===== config.mk =====
export PLATFORM = sky130hd
export DESIGN_NAME = gcd_req_driver
export DESIGN_NICKNAME = d
export VERILOG_FILES = /design/src/rtl/gcd_req_driver.sv
export SDC_FILE = /design/constraint.sdc
export NUM_CORES = 1
export LEC_CHECK = 0
export BUFFER_PORTS_ARGS = -buffer_cell sky130_fd_sc_hd__buf_2
export CORE_ASPECT_RATIO = 2
export CORE_MARGIN = 5
export CORE_UTILIZATION = 59
export CTS_CLUSTER_SIZE = 20
export DETAILED_ROUTE_END_ITERATION = 12
export PLACE_DENSITY = 0.81
export SYNTH_ARGS = -nofsm -noshare
export SYNTH_HDL_FRONTEND = slang
export SYNTH_SLANG_ARGS = --single-unit
export TNS_END_PERCENT = 20

===== constraint.sdc =====
create_clock -name clk_i -period 4 [get_ports clk_i]
set_input_delay 0.8 -clock clk_i [delete_from_list [all_inputs] [get_ports clk_i]]
set_output_delay 0.8 -clock clk_i [all_outputs]
set_load 0.01 [all_outputs]

===== src/rtl/gcd_req_driver.sv =====
// gcd_req_driver: LFSR-driven val/rdy request initiator and result checker for a GCD responder
//
// Issues num_req_i operand pairs (two 16-bit LFSRs seeded from seed_i / ~seed_i),
// one outstanding request at a time, accumulates a wrapping checksum of the results
// and flags any result that cannot be a GCD of its operands.
//
// Ports:
//   clk_i        clock, rising edge
//   reset_n_i    asynchronous active-low reset
//   start_i      1-cycle start pulse, honoured only in IDLE or DONE
//   num_req_i    number of requests to issue, sampled at start
//   seed_i       LFSR seed, sampled at start
//   busy_o       high while sending/waiting
//   done_o       high in DONE
//   error_o      sticky: some result failed the sanity check
//   timeout_o    sticky: a handshake stalled past the limit
//   checksum_o   sum of accepted results mod 2^W
//   req_val_o    request valid
//   req_rdy_i    responder ready for request
//   req_a_o      operand A
//   req_b_o      operand B
//   resp_val_i   result valid
//   resp_rdy_o   driver ready for result
//   resp_data_i  GCD result
module gcd_req_driver #(
    parameter int W     = 16,
    parameter int CNT_W = 16,
    parameter int TO_W  = 12
) (
    input  logic             clk_i,
    input  logic             reset_n_i,
    input  logic             start_i,
    input  logic [CNT_W-1:0] num_req_i,
    input  logic [W-1:0]     seed_i,
    output logic             busy_o,
    output logic             done_o,
    output logic             error_o,
    output logic             timeout_o,
    output logic [W-1:0]     checksum_o,
    output logic             req_val_o,
    input  logic             req_rdy_i,
    output logic [W-1:0]     req_a_o,
    output logic [W-1:0]     req_b_o,
    input  logic             resp_val_i,
    output logic             resp_rdy_o,
    input  logic [W-1:0]     resp_data_i
);

    // The LFSR taps are fixed for a 16-bit register.
    if (W != 16) begin : g_bad_w
        $error("gcd_req_driver: W must be 16");
    end

    typedef enum logic [1:0] {IDLE, SEND, WAIT, DONE} state_e;

    // The limit is reached on the cycle whose count would become 2^TO_W-1.
    localparam logic [TO_W-1:0] TO_LAST = {{(TO_W-1){1'b1}}, 1'b0};

    state_e           state_q, state_d;
    logic [W-1:0]     lfsr_a_q, lfsr_a_d, lfsr_b_q, lfsr_b_d;
    logic [W-1:0]     a_q, a_d, b_q, b_d;
    logic [W-1:0]     sum_q, sum_d;
    logic [CNT_W-1:0] num_q, num_d, cnt_q, cnt_d;
    logic [TO_W-1:0]  tcnt_q, tcnt_d;
    logic             err_q, err_d, to_q, to_d;

    function automatic logic [W-1:0] lfsr_step(input logic [W-1:0] l);
        return {l[14:0], l[15] ^ l[13] ^ l[12] ^ l[10]};
    endfunction

    function automatic logic bad_result(input logic [W-1:0] a, input logic [W-1:0] b,
                                        input logic [W-1:0] r);
        logic [W-1:0] mn;
        mn = (a < b) ? a : b;
        return (a == '0 && r != b) || (b == '0 && r != a) ||
               (a != '0 && b != '0 && (r == '0 || r > mn));
    endfunction

    always_comb begin
        state_d  = state_q;
        lfsr_a_d = lfsr_a_q;
        lfsr_b_d = lfsr_b_q;
        a_d      = a_q;
        b_d      = b_q;
        sum_d    = sum_q;
        num_d    = num_q;
        cnt_d    = cnt_q;
        tcnt_d   = tcnt_q;
        err_d    = err_q;
        to_d     = to_q;
        unique case (state_q)
            IDLE, DONE: begin
                if (start_i) begin
                    // An all-zero LFSR would lock up, so zero loads become 1.
                    lfsr_a_d = (seed_i == '0) ? W'(1) : seed_i;
                    lfsr_b_d = (seed_i == '1) ? W'(1) : ~seed_i;
                    num_d    = num_req_i;
                    sum_d    = '0;
                    cnt_d    = '0;
                    tcnt_d   = '0;
                    err_d    = 1'b0;
                    to_d     = 1'b0;
                    state_d  = (num_req_i == '0) ? DONE : SEND;
                end
            end
            SEND: begin
                if (req_rdy_i) begin
                    a_d      = lfsr_a_q;
                    b_d      = lfsr_b_q;
                    lfsr_a_d = lfsr_step(lfsr_a_q);
                    lfsr_b_d = lfsr_step(lfsr_b_q);
                    tcnt_d   = '0;
                    state_d  = WAIT;
                end else if (tcnt_q == TO_LAST) begin
                    to_d    = 1'b1;
                    state_d = DONE;
                end else begin
                    tcnt_d = tcnt_q + TO_W'(1);
                end
            end
            WAIT: begin
                if (resp_val_i) begin
                    sum_d   = sum_q + resp_data_i;
                    cnt_d   = cnt_q + CNT_W'(1);
                    err_d   = err_q | bad_result(a_q, b_q, resp_data_i);
                    tcnt_d  = '0;
                    state_d = (cnt_q + CNT_W'(1) == num_q) ? DONE : SEND;
                end else if (tcnt_q == TO_LAST) begin
                    to_d    = 1'b1;
                    state_d = DONE;
                end else begin
                    tcnt_d = tcnt_q + TO_W'(1);
                end
            end
            default: state_d = IDLE;
        endcase
    end

    always_ff @(posedge clk_i or negedge reset_n_i) begin
        if (!reset_n_i) begin
            state_q  <= IDLE;
            lfsr_a_q <= W'(1);
            lfsr_b_q <= W'(1);
            a_q      <= '0;
            b_q      <= '0;
            sum_q    <= '0;
            num_q    <= '0;
            cnt_q    <= '0;
            tcnt_q   <= '0;
            err_q    <= 1'b0;
            to_q     <= 1'b0;
        end else begin
            state_q  <= state_d;
            lfsr_a_q <= lfsr_a_d;
            lfsr_b_q <= lfsr_b_d;
            a_q      <= a_d;
            b_q      <= b_d;
            sum_q    <= sum_d;
            num_q    <= num_d;
            cnt_q    <= cnt_d;
            tcnt_q   <= tcnt_d;
            err_q    <= err_d;
            to_q     <= to_d;
        end
    end

    assign busy_o     = (state_q == SEND) || (state_q == WAIT);
    assign done_o     = state_q == DONE;
    assign error_o    = err_q;
    assign timeout_o  = to_q;
    assign checksum_o = sum_q;
    assign req_val_o  = state_q == SEND;
    assign resp_rdy_o = state_q == WAIT;
    assign req_a_o    = req_val_o ? lfsr_a_q : '0;
    assign req_b_o    = req_val_o ? lfsr_b_q : '0;

endmodule


==> metrics <==
Period minus WS final=3.40 ns; most common cell after layout, fill and taps aside=dfrtp_1; CP startpoint=b_q[6]$_DFFE_PN0P_; H-tree Lvls=4; met2 usage=52.5%; DRT Pass-1 Iters=5; P_sw=3.62 mW; core area=14000 sq um; Max VDD drop=0.788 mV; GR Layer Usage met3=4.60%; fraction of registers with async set/reset=100%; initial core utilization=60.0%; layout cells sized above 1=20.6%; TNS Setup=0 ns; Reg2Reg Launch Point=b_q[6]$_DFFE_PN0P_; met1 Usage GRT=30.7%; clk buf depth=2; CTS tree=yes; CP max FO=16; Pins Over Slew Limit=0; via count=7533; WS Path Type=reg2reg; EDFF count, synth=0; Setup WS post-layout=0.597 ns; Flop pwr share=29.1%; GRT overflow=0; worst slew pin tran=1.02 ns; worst min path class=in2async; ys flop type=dfrtp_1; WP data arrival=3.70 ns; total die area=16800 sq um; RSZ-0062 raised after global routing=false; Pint=4.71 mW; Chip Width=94.3 um; fin crit share=85.1%; largest net degree at the start of global routing=63; RePlAce Congestion=0.902; initial antenna violation count=0; Fill cells=1112; #FFs+latches synth=128; later-pin clock latency in the skew report=0.42 ns; drt total wl=23400 um; # setup viols final=0; Leak=4.45 nW; critical path endpoint category=flop; Sw Share=43.5%; status=finished, final reports clean; Synth Net Count=1013; worst reg2reg endpoint=error_o$_DFFE_PN0P_; DR WL/cell=19.4 um; clock skew=0.00606 ns; Synth Instances=907; root buffer cell=clkbuf_16; Synthesis Warnings=0; quantity of hold-fixing buffers added after cts=0; nets@finish=1111; Setup Buffers After CTS=0; Seq/Total Area, Yosys=38.2%; Syn Area/Cell=9.25 sq um; n_diodes=0; total CTS buffers=17; type of origin of the critical path=flop; dpl hpwl=17300 um; max_slew headroom=32.0%; Max Clock Freq=0.294 GHz; vias in the first global route=7735; Power Total=8.32 mW; post-synthesis cell type count=71; Syn Std Cell Area=8390 sq um; pre-CTS setup slack=0.641 ns; Final Hold Viols=0; Remaining DRCs=0; R2R depth=14; vias per std cell=6.25; I/O pin count=107; CTS clk-pin slew, worst paths=0.06 ns; Critical Path End=error_o$_DFFE_PN0P_; number of I/O port buffers=106; Most Crowded Layer GR=met2; clock power share=19.1%; FP Rows=61; Reg2Reg Setup Slack=0.60 ns; iteration-0 DRC count of the detailed router=435; Logic pwr share=51.8%; PwrDens=859 nW/um^2; die span in y=179 um; Post-CTS Resized=0; Routed Antenna Nets=0; first-pass GRT wire length=38100 um; area grow syn2layout=15.6%; CTS Sinks=128; most frequent cells in the layout=dfrtp_1, buf_2, nor2_1; max cap viols=0; required time of the critical path=4.30 ns; GR Util All Layers=29.0%
## power by group through the flow
stage / logic [mW] / registers [mW] / clock network [mW]
2_1_floorplan: 3.12 / 2.22 / 0
6_report: 4.31 / 2.42 / 1.59
4_1_cts: 4.30 / 2.41 / 1.61
3_5_place_dp: 4.23 / 2.42 / 0
3_3_place_gp: 4.11 / 2.40 / 0
5_1_grt: 4.77 / 2.49 / 1.67
## final cells by class
cell class / count / area [sq um] / area share, %
clock buffer: 18 / 429 / 4.43
clock inverter: 13 / 165 / 1.70
inverter: 30 / 113 / 1.16
multi-input combinational: 710 / 4890 / 50.5
sequential: 128 / 3210 / 33.1
tap: 189 / 236 / 2.44
timing repair buffer: 118 / 648 / 6.69
## sequential cells by signal (all words and copies together) (netlist names)
name / flops
b_q: 16
num_q: 16
timeout_o: 1
error_o: 1
checksum_o: 16
state_q: 2
cnt_q: 16
lfsr_b_q: 16
a_q: 16
lfsr_a_q: 16
tcnt_q: 12
## worst max-delay path: stages, from the launching register on
cell	delay, ns
dfrtp_1	0.43
inv_1	0.06
ha_1	0.26
o21ai_0	0.22
a211oi_1	0.15
a21oi_1	0.16
o211ai_1	0.12
a31oi_2	0.17
buf_4	0.31
mux2i_1	0.25
ha_1	0.28
a2111oi_0	0.42
a31oi_1	0.14
o2111ai_1	0.22
a21oi_1	0.09
## stage by stage
step	cells	hold WS [ns]	util [%]	area (sq um)
global route	1206	0.526	69.4	9690
finish	1206	0.459	69.4	9690
detailed placement	1175	0.503	65.1	9100
CTS	1206	0.491	69.4	9690
floorplan	907	0.458	-	8390
global placement	1175	0.481	65.1	9100
## per-layer routing
layer,vias to the layer above,wire length (um)
li1,3497,-
met1,3647,8310
met2,296,12400
met3,93,1160
met4,0,1490
met5,-,0
## cell families after synthesis
logic type,synth area share (%)
buffers and inverters,3.49
AOI/OAI and AO/OA,16.0
xor gates and xnor gates,6.89
muxes,8.86
and+or+nand+nor,18.5
adders and majority gates,8.00
DFF,38.2
## worst min path at each step
stage                     startpoint                         to  slack, ns  cells past startpoint
6_report                   reset_n_i  checksum_o[7]$_DFFE_PN0P_       0.46                      1
5_1_grt                    reset_n_i  checksum_o[8]$_DFFE_PN0P_       0.53                      1
4_1_cts                    reset_n_i  checksum_o[7]$_DFFE_PN0P_       0.49                      1
3_5_place_dp   cnt_q[12]$_DFFE_PN0P_      cnt_q[12]$_DFFE_PN0P_       0.50                      1
3_3_place_gp   tcnt_q[4]$_DFFE_PN0P_      tcnt_q[4]$_DFFE_PN0P_       0.48                      1
2_1_floorplan  tcnt_q[4]$_DFFE_PN0P_      tcnt_q[4]$_DFFE_PN0P_       0.46                      1
## synthesized netlist by cell type (all sizes together) (26+ instances only)
library cell / instances / area [sq um]
nor4: 26 / 163
inv: 29 / 109
o21ai: 65 / 325
nand2: 50 / 188
ha: 52 / 651
and2: 35 / 219
dfrtp: 126 / 3150
xnor2: 54 / 473
clkbuf: 29 / 109
a21oi: 77 / 385
mux2: 50 / 563
nand4: 27 / 184
nor2: 96 / 360
Note: power is estimated with default switching activity, not from simulation.
